--- src/rtl/button_event_decoder.sv ---
// Classifies a debounced button level into press/short/long/auto-repeat event pulses.
// All outputs are registered single-cycle pulses except held, which is a level.
module button_event_decoder #(
  parameter int unsigned TICK_COUNT   = 100000,
  parameter int unsigned LONG_TICKS   = 1000,
  parameter int unsigned REPEAT_TICKS = 200
) (
  input  logic clk,
  input  logic reset,
  input  logic btn_level,
  output logic press_pulse,
  output logic short_press,
  output logic long_press,
  output logic repeat_pulse,
  output logic held
);

  localparam int unsigned PreW  = $clog2(TICK_COUNT + 1);
  localparam int unsigned HoldW = $clog2(LONG_TICKS + 1);
  localparam int unsigned RepW  = $clog2(REPEAT_TICKS + 1);

  typedef enum logic [1:0] {StIdle, StPressed, StLongHeld} state_e;

  state_e            state_q, state_d;
  logic [PreW-1:0]   presc_q, presc_d;
  logic [HoldW-1:0]  hold_q, hold_d;
  logic [RepW-1:0]   rep_q, rep_d;
  logic              press_q, press_d;
  logic              short_q, short_d;
  logic              long_q, long_d;
  logic              repeat_q, repeat_d;
  logic              held_q, held_d;
  logic              tick;

  assign tick = (presc_q == PreW'(TICK_COUNT - 1));

  always_comb begin
    state_d  = state_q;
    presc_d  = presc_q;
    hold_d   = hold_q;
    rep_d    = rep_q;
    press_d  = 1'b0;
    short_d  = 1'b0;
    long_d   = 1'b0;
    repeat_d = 1'b0;
    case (state_q)
      StIdle: begin
        presc_d = '0;
        if (btn_level) begin
          state_d = StPressed;
          press_d = 1'b1;
          hold_d  = '0;
        end
      end
      StPressed: begin
        // Release is checked first so it wins over a coincident threshold tick.
        if (!btn_level) begin
          state_d = StIdle;
          short_d = 1'b1;
          presc_d = '0;
        end else if (tick) begin
          presc_d = '0;
          if (hold_q == HoldW'(LONG_TICKS - 1)) begin
            state_d = StLongHeld;
            long_d  = 1'b1;
            rep_d   = '0;
          end else begin
            hold_d = hold_q + HoldW'(1);
          end
        end else begin
          presc_d = presc_q + PreW'(1);
        end
      end
      StLongHeld: begin
        if (!btn_level) begin
          state_d = StIdle;
          presc_d = '0;
        end else if (tick) begin
          presc_d = '0;
          if (rep_q == RepW'(REPEAT_TICKS - 1)) begin
            repeat_d = 1'b1;
            rep_d    = '0;
          end else begin
            rep_d = rep_q + RepW'(1);
          end
        end else begin
          presc_d = presc_q + PreW'(1);
        end
      end
      default: begin
        state_d = StIdle;
        presc_d = '0;
      end
    endcase
    held_d = (state_d != StIdle);
  end

  always_ff @(posedge clk or posedge reset) begin
    if (reset) begin
      state_q  <= StIdle;
      presc_q  <= '0;
      hold_q   <= '0;
      rep_q    <= '0;
      press_q  <= 1'b0;
      short_q  <= 1'b0;
      long_q   <= 1'b0;
      repeat_q <= 1'b0;
      held_q   <= 1'b0;
    end else begin
      state_q  <= state_d;
      presc_q  <= presc_d;
      hold_q   <= hold_d;
      rep_q    <= rep_d;
      press_q  <= press_d;
      short_q  <= short_d;
      long_q   <= long_d;
      repeat_q <= repeat_d;
      held_q   <= held_d;
    end
  end

  assign press_pulse  = press_q;
  assign short_press  = short_q;
  assign long_press   = long_q;
  assign repeat_pulse = repeat_q;
  assign held         = held_q;

endmodule

--- config.mk ---
export PLATFORM = sky130hd
export DESIGN_NAME = button_event_decoder
export DESIGN_NICKNAME = d
export VERILOG_FILES = /design/src/rtl/button_event_decoder.sv
export SDC_FILE = /design/constraint.sdc
export NUM_CORES = 1
export LEC_CHECK = 0
export ABC_AREA = 1
export CAP_MARGIN = 15
export CORE_MARGIN = 2
export CORE_UTILIZATION = 55
export CTS_CLUSTER_SIZE = 20
export DETAILED_ROUTE_END_ITERATION = 10
export HOLD_SLACK_MARGIN = 0.15
export PLACE_DENSITY_LB_ADDON = 0.2
export SKIP_LAST_GASP = 1
export SYNTH_ARGS = -nofsm -noshare
export SYNTH_HDL_FRONTEND = slang
export SYNTH_SLANG_ARGS = --single-unit
--- constraint.sdc ---
create_clock -name clk -period 2 [get_ports clk]
set_input_delay 0.6 -clock clk [delete_from_list [all_inputs] [get_ports clk]]
set_output_delay 0.6 -clock clk [all_outputs]
set_load 0.01 [all_outputs]
* Word level (Yosys, flattened, before mapping)
Index checks and enable logic that the tools add are counted.
** Storage, ports and cells
- Flip-flop bits (word level) :: 42
- Bits in latches :: 0
- RAM bits :: 0
- Memory bits (read-only) :: 0
- Input bits :: 3
- Output and inout port bits :: 5
- Word-level logic and storage cells :: 64
- Memories kept :: 0
** Cells by class
- $add $sub $neg :: 3
- Multipliers :: 0
- Div/mod/pow operators :: 0
- $lt $le $gt $ge :: 0
- Equality and inequality tests :: 12
- Shift operators :: 0
- Multiplexer cells :: 33
- Bitwise operators :: 0
- Reduce and logical (&&, ||, !) cells :: 7
** Operator list (number)
- 2-to-1 mux 17 bit :: 3
- 2-to-1 mux 8 bit :: 6
- 2-to-1 mux 10 bit :: 4
- case mux 10 bit (2 select lines) :: 1
- adder 17 x 1 -> 17 bit (second input constant) :: 1
- equality test 17 bit (second input constant) :: 1
- case mux 8 bit (2 select lines) :: 1
- != test 2 bit (second input constant) :: 7
- 2-to-1 mux 1 bit :: 12
- adder 10 x 1 -> 10 bit (second input constant) :: 1
- equality test 10 bit (second input constant) :: 1
- 2-to-1 mux 2 bit :: 5
- adder 8 x 1 -> 8 bit (second input constant) :: 1
- equality test 8 bit (second input constant) :: 1
- case mux 2 bit (3 select lines) :: 1
- AND reduction 6 bit :: 1
- nonzero test 2 bit :: 3
- AND reduction 5 bit :: 1
- equality test 2 x 1 -> 1 bit (second input constant) :: 1
- equality test 2 bit (second input constant) :: 1
- logical NOT 2 bit :: 1
- OR reduction 2 bit :: 1

* Logic depth before layout (Yosys ltp)
Gate-level depths: netlist of run 1.
- Depth in word-level cells :: 6
- Depth in mapped cells :: 12
- Depth with buffers taken out :: 12

* Worst setup path after synthesis of run 1
Ideal clock, no wire load.
- Path kind :: reg-to-reg
- Start :: register state_q[0]
- End :: register rep_q[0]
- Arrival time :: 1.463 ns
- Slack :: 0.415 ns
- Stages on the path, launching flop included :: 8
- Path buffers :: 0
- Period minus slack after synthesis :: 1.585 ns
- Cells stage by stage :: dfrtp_1 inv_1 ha_1 clkinv_1 o21ai_2 nand3_4 nand2_1 nand2_1
** On the way
- Longest elaborated chain between the ends :: 3
** Ends and longest elaborated chain
- from (decl) :: line 24 : state_e state_q, state_d;
- from (signal assigned) :: line 100 : state_q <= StIdle;
- from (signal assigned) :: line 110 : state_q <= state_d;
- equality test 2 x 1 -> 1 bit or equality test 2 bit (tied branches) :: line 46 : case (state_q)
- != test 2 bit (no source line) or nonzero test 2 bit (tied branches)
- AND reduction 6 bit (no source line)
- to (signal assigned) :: line 113 : rep_q <= rep_d;
- to (decl) :: line 27 : logic [RepW-1:0] rep_q, rep_d;
Several ways; a longest one is shown, not always the timed one.
A chain may end at the register's enable or synchronous reset.

* Final worst setup path of run 1
- Start :: register repeat_q (netlist: repeat_pulse)
- End :: output port repeat_pulse
** RTL lines
- from (decl) :: line 31 : logic repeat_q, repeat_d;
- from (signal assigned) :: line 117 : repeat_q <= repeat_d;
- to (decl) :: line 14 : output logic repeat_pulse,
No word-level cell between the ends.

==> results of run 1 <==
==> per-layer routing <==
metal / vias to the layer above / wire length [µm] / track usage
met3: 12 / 206 / 0.0370
met1: 1038 / 2620 / 0.318
met5: - / 0 / 0
met4: 0 / 114 / 0.0828
met2: 35 / 2400 / 0.350
li1: 1168 / - / -
==> stage by stage <==
step	worst slack (ns)	cells
detailed placement	-0.0261	419
global placement	-0.000701	419
floorplan	0.415	349
finish	0.255	427
CTS	0.234	427
global route	0.0809	427
==> cells in the mapped netlist (all sizes together) <==
cell type | n | area [µm²]
nand2 | 85 | 367
nor2 | 53 | 216
inv | 52 | 195
dfrtp | 42 | 1050
nand3 | 28 | 170
nand4 | 16 | 106
o21ai | 15 | 116
nor3 | 13 | 70.1
ha | 7 | 87.6
a21oi | 5 | 25.0
buf | 5 | 37.5
nand3b | 5 | 50.1
o21bai | 4 | 41.3
xor2 | 4 | 35.0
nor3b | 2 | 15.0
o2111ai | 2 | 17.5
or2 | 2 | 12.5
xnor2 | 2 | 17.5
a211oi | 1 | 7.51
a31oi | 1 | 6.26
clkbuf | 1 | 3.75
clkinv | 1 | 3.75
nor4 | 1 | 6.26
o211a | 1 | 10.0
o31ai | 1 | 7.51
==> flip-flops by register name, summed over array words and instances (netlist names) <==
register	flops
short_press	1
rep_q	8
long_press	1
held	1
press_pulse	1
repeat_pulse	1
hold_q	10
presc_q	17
state_q	2
==> power by group through the flow <==
| stage | Sequential, mW | Combinational (mW) | Clock, mW |
|---|---|---|---|
| after floorplan | 0.997 | 0.503 | 0 |
| after global placement | 0.981 | 0.728 | 0 |
| after detailed placement | 0.987 | 0.746 | 0 |
| after CTS | 0.971 | 0.748 | 0.587 |
| after global routing | 0.981 | 0.818 | 0.614 |
| final | 0.969 | 0.742 | 0.566 |
==> final cells by class <==
cell class,instances,area (µm²),share of cell area
Multi-Input combinational cell,248,1390,0.461
Timing Repair Buffer,22,208,0.0692
Inverter,53,199,0.0663
Sequential cell,42,1050,0.350
Tap cell,54,67.6,0.0225
Clock buffer,7,86.3,0.0288
Clock inverter,1,5.00,0.00167
==> kinds of logic after synthesis <==
family,share of synthesized area
xor gates and xnor gates,0.0196
DFF,0.393
AOI/OAI and AO/OA,0.0865
and+or+nand+nor,0.379
buffers and inverters,0.0898
adders and majority gates,0.0327
==> how the worst max path moves through the flow <==
stage              endpoint  slack, ns  depth (start not counted)
2_1_floorplan      rep_q[0]       0.41                          7
3_3_place_gp      hold_q[7]    -0.0007                          7
3_5_place_dp      hold_q[7]      -0.03                          7
4_1_cts        repeat_pulse       0.23                          1
5_1_grt           hold_q[8]       0.08                         11
6_report       repeat_pulse       0.26                          1
==> flow_results.xml, run 1 <==
<?xml version="1.0" encoding="UTF-8"?>
<metrics>
  <group name="outcome">
    <metric name="outcome" unit="">finished, final reports clean</metric>
  </group>
  <group name="die">
    <metric name="fp.dieH" unit="µm">73.8</metric>
    <metric name="placementRows" unit="">25</metric>
    <metric name="i_o_pin_count" unit="">8</metric>
    <metric name="core_region_area" unit="mm²">0.00469</metric>
    <metric name="die_width" unit="µm">73.8</metric>
    <metric name="initial_core_utilization" unit="">0.570</metric>
    <metric name="fp.dieArea" unit="mm²">0.00544</metric>
  </group>
  <group name="sta">
    <metric name="tns" unit="ns">0</metric>
    <metric name="setup_viol" unit="">0</metric>
    <metric name="fin_worst_skew" unit="ns">0.0110</metric>
    <metric name="tightestPinTransition" unit="ns">0.362</metric>
    <metric name="fmax" unit="MHz">573</metric>
    <metric name="hold_ws" unit="ns">0.470</metric>
    <metric name="setup_repair_after_global_routing_missed_its_margin" unit="">false</metric>
    <metric name="slew-limit-headroom" unit="">0.757</metric>
    <metric name="final.period_utilization" unit="">0.872</metric>
    <metric name="report.final.slew_viol_count" unit="">0</metric>
    <metric name="post-route-min-period" unit="ns">1.74</metric>
    <metric name="final-hold-violation-count" unit="">0</metric>
  </group>
  <group name="route">
    <metric name="remaining_drc_errors" unit="">0</metric>
    <metric name="drt_first_iter_violations" unit="">157</metric>
    <metric name="ant_nets" unit="">0</metric>
    <metric name="dr_total_vias" unit="">2253</metric>
    <metric name="wl_per_cell" unit="µm">12.5</metric>
    <metric name="first_pass_iters" unit="">4</metric>
    <metric name="wirelength" unit="mm">5.35</metric>
    <metric name="drt-vias-per-instance" unit="">5.28</metric>
  </group>
  <group name="power_and_ir_drop">
    <metric name="fin_total_pwr" unit="mW">2.28</metric>
    <metric name="p_clk_frac" unit="">0.249</metric>
    <metric name="netSwitchingFraction" unit="">0.348</metric>
    <metric name="flop_pwr_share" unit="">0.426</metric>
    <metric name="worst_ir_drop_on_vdd" unit="mV">0.536</metric>
    <metric name="internal-power" unit="mW">1.48</metric>
    <metric name="static-leakage-power" unit="nW">1.40</metric>
    <metric name="power_density" unit="mW/mm²">759</metric>
    <metric name="combinational_fraction_of_design_power" unit="">0.326</metric>
    <metric name="net-switching-power" unit="mW">0.794</metric>
  </group>
  <group name="worst_setup_path">
    <metric name="worstSetupEndpointType" unit="">output port</metric>
    <metric name="critical-path-max-stage-delay" unit="ns">0.53</metric>
    <metric name="r2r_end" unit="">hold_q[8]</metric>
    <metric name="cp_max_fo" unit="">1</metric>
    <metric name="worst-r2r-setup-slack" unit="ns">0.27</metric>
    <metric name="timing.critical_path.slowest_stage_cell" unit="">sky130_fd_sc_hd__clkdlybuf4s50_1</metric>
    <metric name="crit_path_cell_chain" unit="">clkdlybuf4s50_1</metric>
    <metric name="worstReg2RegStart" unit="">presc_q[0]</metric>
    <metric name="worstSetupPathType" unit="">flip-flop to output port</metric>
    <metric name="worst_setup_path_startpoint" unit="">repeat_pulse</metric>
    <metric name="critPathLaunchType" unit="">flip-flop</metric>
    <metric name="reg2regPathDepth" unit="">8</metric>
    <metric name="timing.critical_path.max_delay_family" unit="">buffers and inverters</metric>
    <metric name="critical_path.n_buffers_inverters" unit="">1</metric>
    <metric name="critPathArrivalTime" unit="ns">1.14</metric>
    <metric name="worst-endpoint-required" unit="ns">1.40</metric>
  </group>
  <group name="synthesis">
    <metric name="synthDistinctLibCells" unit="">38</metric>
    <metric name="yosys_warnings" unit="">0</metric>
    <metric name="postSynthAreaPerCell" unit="µm²">7.67</metric>
    <metric name="ys_seq_elements" unit="">42</metric>
    <metric name="mappedNetlistArea" unit="mm²">0.00268</metric>
    <metric name="sequential_area_share_after_synthesis" unit="">0.393</metric>
    <metric name="synth_cells" unit="">349</metric>
    <metric name="synth_fp_nets" unit="">359</metric>
  </group>
  <group name="final_layout">
    <metric name="layout.cell_area.non_filler" unit="mm²">0.00300</metric>
    <metric name="final_core_utilization" unit="">0.640</metric>
    <metric name="post_route_cells_drive_above_1_share" unit="">0.180</metric>
    <metric name="antenna_cells_inserted" unit="">0</metric>
    <metric name="areaGrowthSynthToFinish" unit="%">12.2</metric>
    <metric name="fillerInstances" unit="">426</metric>
    <metric name="nets" unit="">382</metric>
    <metric name="mostFrequentLayoutCell" unit="">sky130_fd_sc_hd__nand2_1</metric>
    <metric name="most_frequent_cells_in_the_layout" unit="">sky130_fd_sc_hd__nand2_1 (70), sky130_fd_sc_hd__nor2_1 (48), sky130_fd_sc_hd__inv_1 (46)</metric>
  </group>
  <group name="cts">
    <metric name="clock_buffers_created_by_tritoncts" unit="">5</metric>
    <metric name="clock_tree.htree_level_count" unit="">2</metric>
    <metric name="cts_setup_buffers" unit="">0</metric>
    <metric name="tritoncts" unit="">yes</metric>
    <metric name="ctsHoldBuffers" unit="">0</metric>
    <metric name="ctsLongestPathBuffers" unit="">2</metric>
    <metric name="cts_root_buffer" unit="">sky130_fd_sc_hd__clkbuf_8</metric>
    <metric name="cts.reportedPaths.clkPinSlew" unit="ns">0.07</metric>
    <metric name="post_cts.resized_instances" unit="">0</metric>
    <metric name="clkSinkCount" unit="">42</metric>
    <metric name="clock_latency" unit="ns">0.29</metric>
  </group>
  <group name="hold_path">
    <metric name="hold-path-cell-count" unit="">1</metric>
    <metric name="min-delay-path-class" unit="">flip-flop to flip-flop</metric>
    <metric name="whs_endpoint" unit="">presc_q[0]</metric>
    <metric name="holdCritStartpoint" unit="">presc_q[0]</metric>
  </group>
  <group name="global_routing">
    <metric name="grt_pass1_vias" unit="">2172</metric>
    <metric name="grt_first_pass_wirelength" unit="mm">9.60</metric>
    <metric name="maximum_number_of_pins_on_one_net_before_global_route_repair" unit="">43</metric>
    <metric name="antenna_found_initial" unit="">0</metric>
    <metric name="grt_usage" unit="">0.226</metric>
    <metric name="grt-ovfl-total" unit="">0</metric>
  </group>
  <group name="place">
    <metric name="place.gp.congestion" unit="">0.880</metric>
    <metric name="place_area" unit="mm²">0.00291</metric>
    <metric name="numPortBuffers" unit="">7</metric>
    <metric name="detailedPlacementHpwl" unit="mm">3.98</metric>
  </group>
  <group name="run">
    <metric name="drv_cap" unit="">0</metric>
  </group>
</metrics>
Note: power is estimated with default switching activity, not from simulation.
==> run 2: changes to the inputs <==
--- a/config.mk
+++ b/config.mk
@@ -8,12 +8,11 @@
 export ABC_AREA = 1
 export CAP_MARGIN = 15
 export CORE_MARGIN = 2
-export CORE_UTILIZATION = 55
+export CORE_UTILIZATION = 59
 export CTS_CLUSTER_SIZE = 20
 export DETAILED_ROUTE_END_ITERATION = 10
 export HOLD_SLACK_MARGIN = 0.15
 export PLACE_DENSITY_LB_ADDON = 0.2
-export SKIP_LAST_GASP = 1
 export SYNTH_ARGS = -nofsm -noshare
 export SYNTH_HDL_FRONTEND = slang
 export SYNTH_SLANG_ARGS = --single-unit
==> flow_results.xml, run 2 (same netlist as run 1, synthesis figures left out) <==
<?xml version="1.0" encoding="UTF-8"?>
<metrics>
  <group name="place">
    <metric name="numPortBuffers" unit="">7</metric>
    <metric name="place.gp.congestion" unit="">0.909</metric>
    <metric name="post-place-ws" unit="ns">-0.0356</metric>
    <metric name="detailedPlacementHpwl" unit="mm">3.95</metric>
  </group>
  <group name="worst_setup_path">
    <metric name="worstSetupPathType" unit="">flip-flop to flip-flop</metric>
    <metric name="r2r_end" unit="">hold_q[7]</metric>
    <metric name="worstSetupEndpointType" unit="">flip-flop</metric>
    <metric name="critical-path-top-cell-by-count" unit="">sky130_fd_sc_hd__nand2_4</metric>
    <metric name="cp_max_fo" unit="">20</metric>
    <metric name="worstReg2RegStart" unit="">presc_q[0]</metric>
    <metric name="critPathLaunchType" unit="">flip-flop</metric>
    <metric name="critical_path.n_buffers_inverters" unit="">0</metric>
    <metric name="timing.critical_path.depth" unit="">8</metric>
    <metric name="crit_path_cell_chain" unit="">ha_1, nand3_4, nor2_2, nand4_2, nand2_4, nand2_4, nand2_1, o21ai_2</metric>
    <metric name="critical-path-max-stage-delay" unit="ns">0.38</metric>
    <metric name="timing.critical_path.max_delay_family" unit="">simple AND/OR/NAND/NOR gates</metric>
    <metric name="worst-endpoint-required" unit="ns">2.18</metric>
    <metric name="worst-r2r-setup-slack" unit="ns">0.23</metric>
    <metric name="reg2regPathDepth" unit="">8</metric>
    <metric name="critPathArrivalTime" unit="ns">1.95</metric>
    <metric name="timing.critical_path.slowest_stage_cell" unit="">sky130_fd_sc_hd__dfrtp_1</metric>
  </group>
  <group name="global_routing">
    <metric name="maximum_number_of_pins_on_one_net_before_global_route_repair" unit="">43</metric>
    <metric name="antenna_found_initial" unit="">0</metric>
    <metric name="grt-ovfl-total" unit="">0</metric>
    <metric name="grt_first_pass_wirelength" unit="mm">9.14</metric>
    <metric name="grt_usage" unit="">0.225</metric>
    <metric name="grt_pass1_vias" unit="">2073</metric>
  </group>
  <group name="sta">
    <metric name="fmax" unit="MHz">563</metric>
    <metric name="tns" unit="ns">0</metric>
    <metric name="slew-limit-headroom" unit="">0.765</metric>
    <metric name="finalWorstSetupSlack" unit="ns">0.225</metric>
    <metric name="report.final.slew_viol_count" unit="">0</metric>
    <metric name="fin_worst_skew" unit="ns">0.00311</metric>
    <metric name="setup_repair_after_global_routing_missed_its_margin" unit="">false</metric>
    <metric name="setup_viol" unit="">0</metric>
    <metric name="post-route-min-period" unit="ns">1.77</metric>
    <metric name="final.period_utilization" unit="">0.887</metric>
    <metric name="tightestPinTransition" unit="ns">0.350</metric>
    <metric name="final-hold-violation-count" unit="">0</metric>
  </group>
  <group name="route">
    <metric name="drt_first_iter_violations" unit="">166</metric>
    <metric name="drt-vias-per-instance" unit="">5.27</metric>
    <metric name="ant_nets" unit="">0</metric>
    <metric name="wl_per_cell" unit="µm">12.3</metric>
    <metric name="wirelength" unit="mm">5.21</metric>
    <metric name="remaining_drc_errors" unit="">0</metric>
    <metric name="dr_total_vias" unit="">2231</metric>
    <metric name="first_pass_iters" unit="">4</metric>
  </group>
  <group name="final_layout">
    <metric name="reg.largest.list" unit="">presc_q x17, hold_q x10, rep_q x8</metric>
    <metric name="largest_register_ffs" unit="">17</metric>
    <metric name="most_frequent_cells_in_the_layout" unit="">sky130_fd_sc_hd__nand2_1 (70), sky130_fd_sc_hd__nor2_1 (48), sky130_fd_sc_hd__inv_1 (46)</metric>
    <metric name="registers.top_by_ff_count" unit="">presc_q</metric>
    <metric name="antenna_cells_inserted" unit="">0</metric>
    <metric name="post_route_cells_drive_above_1_share" unit="">0.178</metric>
    <metric name="areaGrowthSynthToFinish" unit="%">10.8</metric>
    <metric name="nets" unit="">381</metric>
    <metric name="mostFrequentLayoutCell" unit="">sky130_fd_sc_hd__nand2_1</metric>
  </group>
  <group name="cts">
    <metric name="clkSinkCount" unit="">42</metric>
    <metric name="ctsLongestPathBuffers" unit="">2</metric>
    <metric name="clock_tree.htree_level_count" unit="">2</metric>
    <metric name="clock_latency" unit="ns">0.29</metric>
    <metric name="clock_buffers_created_by_tritoncts" unit="">5</metric>
    <metric name="ctsHoldBuffers" unit="">0</metric>
    <metric name="tritoncts" unit="">yes</metric>
    <metric name="cts_setup_buffers" unit="">0</metric>
    <metric name="cts_root_buffer" unit="">sky130_fd_sc_hd__clkbuf_8</metric>
    <metric name="post_cts.resized_instances" unit="">0</metric>
    <metric name="cts.reportedPaths.clkPinSlew" unit="ns">0.08</metric>
  </group>
  <group name="hold_path">
    <metric name="holdCritStartpoint" unit="">presc_q[0]</metric>
    <metric name="min-delay-path-class" unit="">flip-flop to flip-flop</metric>
    <metric name="whs_endpoint" unit="">presc_q[0]</metric>
    <metric name="hold-path-cell-count" unit="">1</metric>
  </group>
  <group name="die">
    <metric name="core_region_area" unit="mm²">0.00435</metric>
    <metric name="initial_core_utilization" unit="">0.615</metric>
    <metric name="fp.dieArea" unit="mm²">0.00509</metric>
    <metric name="i_o_pin_count" unit="">8</metric>
    <metric name="placementRows" unit="">24</metric>
    <metric name="die_width" unit="µm">71.4</metric>
    <metric name="fp.dieH" unit="µm">71.4</metric>
  </group>
  <group name="power_and_ir_drop">
    <metric name="worst_ir_drop_on_vdd" unit="mV">0.630</metric>
    <metric name="static-leakage-power" unit="nW">1.39</metric>
    <metric name="power_density" unit="mW/mm²">736</metric>
  </group>
  <group name="outcome">
    <metric name="outcome" unit="">finished, final reports clean</metric>
  </group>
  <group name="run">
    <metric name="drv_cap" unit="">0</metric>
  </group>
</metrics>
run 2: changes by cell type in the layout (fill, tap and decap cells not counted), sizes merged:
cell    change
clkbuf      -2
buf         -1
clkinv      +1
run 2: how the worst max path moves through the flow:
stage / end / start / slack, ns
after floorplan: rep_q[0] / state_q[0] / 0.41
after global placement: hold_q[7] / btn_level / 0.01
after detailed placement: hold_q[7] / btn_level / -0.04
after CTS: hold_q[7] / presc_q[0] / 0.22
after global routing: hold_q[7] / presc_q[0] / 0.07
final: hold_q[7] / presc_q[0] / 0.23
run 2: layout make-up:
cell class	count	area [µm²]
tap	52	65.1
timing repair buffer	21	188
sequential	42	1050
clock inverter	2	10.0
fill	367	1390
clock buffer	5	68.8
multi-input combinational	248	1390
inverter	53	199
run 2: worst register-to-register path, stage by stage (launching register included):
cell	delay, ns
sky130_fd_sc_hd__dfrtp_1	0.38
sky130_fd_sc_hd__ha_1	0.24
sky130_fd_sc_hd__nand3_4	0.15
sky130_fd_sc_hd__nor2_2	0.18
sky130_fd_sc_hd__nand4_2	0.17
sky130_fd_sc_hd__nand2_4	0.15
sky130_fd_sc_hd__nand2_4	0.20
sky130_fd_sc_hd__nand2_1	0.15
sky130_fd_sc_hd__o21ai_2	0.06
run 2: per-layer routing:
| metal | up-vias | part of all wire | GRT usage |
|---|---|---|---|
| met2 | 32 | 0.46 | 0.352 |
| met1 | 1033 | 0.50 | 0.318 |
| li1 | 1161 | - | - |
| met3 | 5 | 0.031 | 0.0450 |
| met4 | 0 | 0.0094 | 0.0713 |
| met5 | - | 0 | 0 |
run 2: report_power, final:
part / leakage [nW] / internal, mW / total (mW) / switching [mW]
logic: 0.765 / 0.263 / 0.698 / 0.436
clock network: 0.0438 / 0.234 / 0.510 / 0.275
registers: 0.578 / 0.916 / 0.974 / 0.0577
total: 1.39 / 1.41 / 2.18 / 0.769
run 2: per-stage QoR:
| stage | total power, mW | utilization | std cells | hold WS (ns) | cell area [µm²] |
|---|---|---|---|---|---|
| finish | 2.18 | 0.681 | 423 | 0.481 | 2970 |
| global route | 2.32 | 0.681 | 423 | 0.509 | 2970 |
| CTS | 2.21 | 0.681 | 423 | 0.488 | 2970 |
| detailed placement | 1.69 | 0.663 | 416 | 0.477 | 2890 |
| global placement | 1.67 | 0.663 | 416 | 0.453 | 2890 |
| floorplan | 1.50 | - | 349 | 0.433 | 2680 |
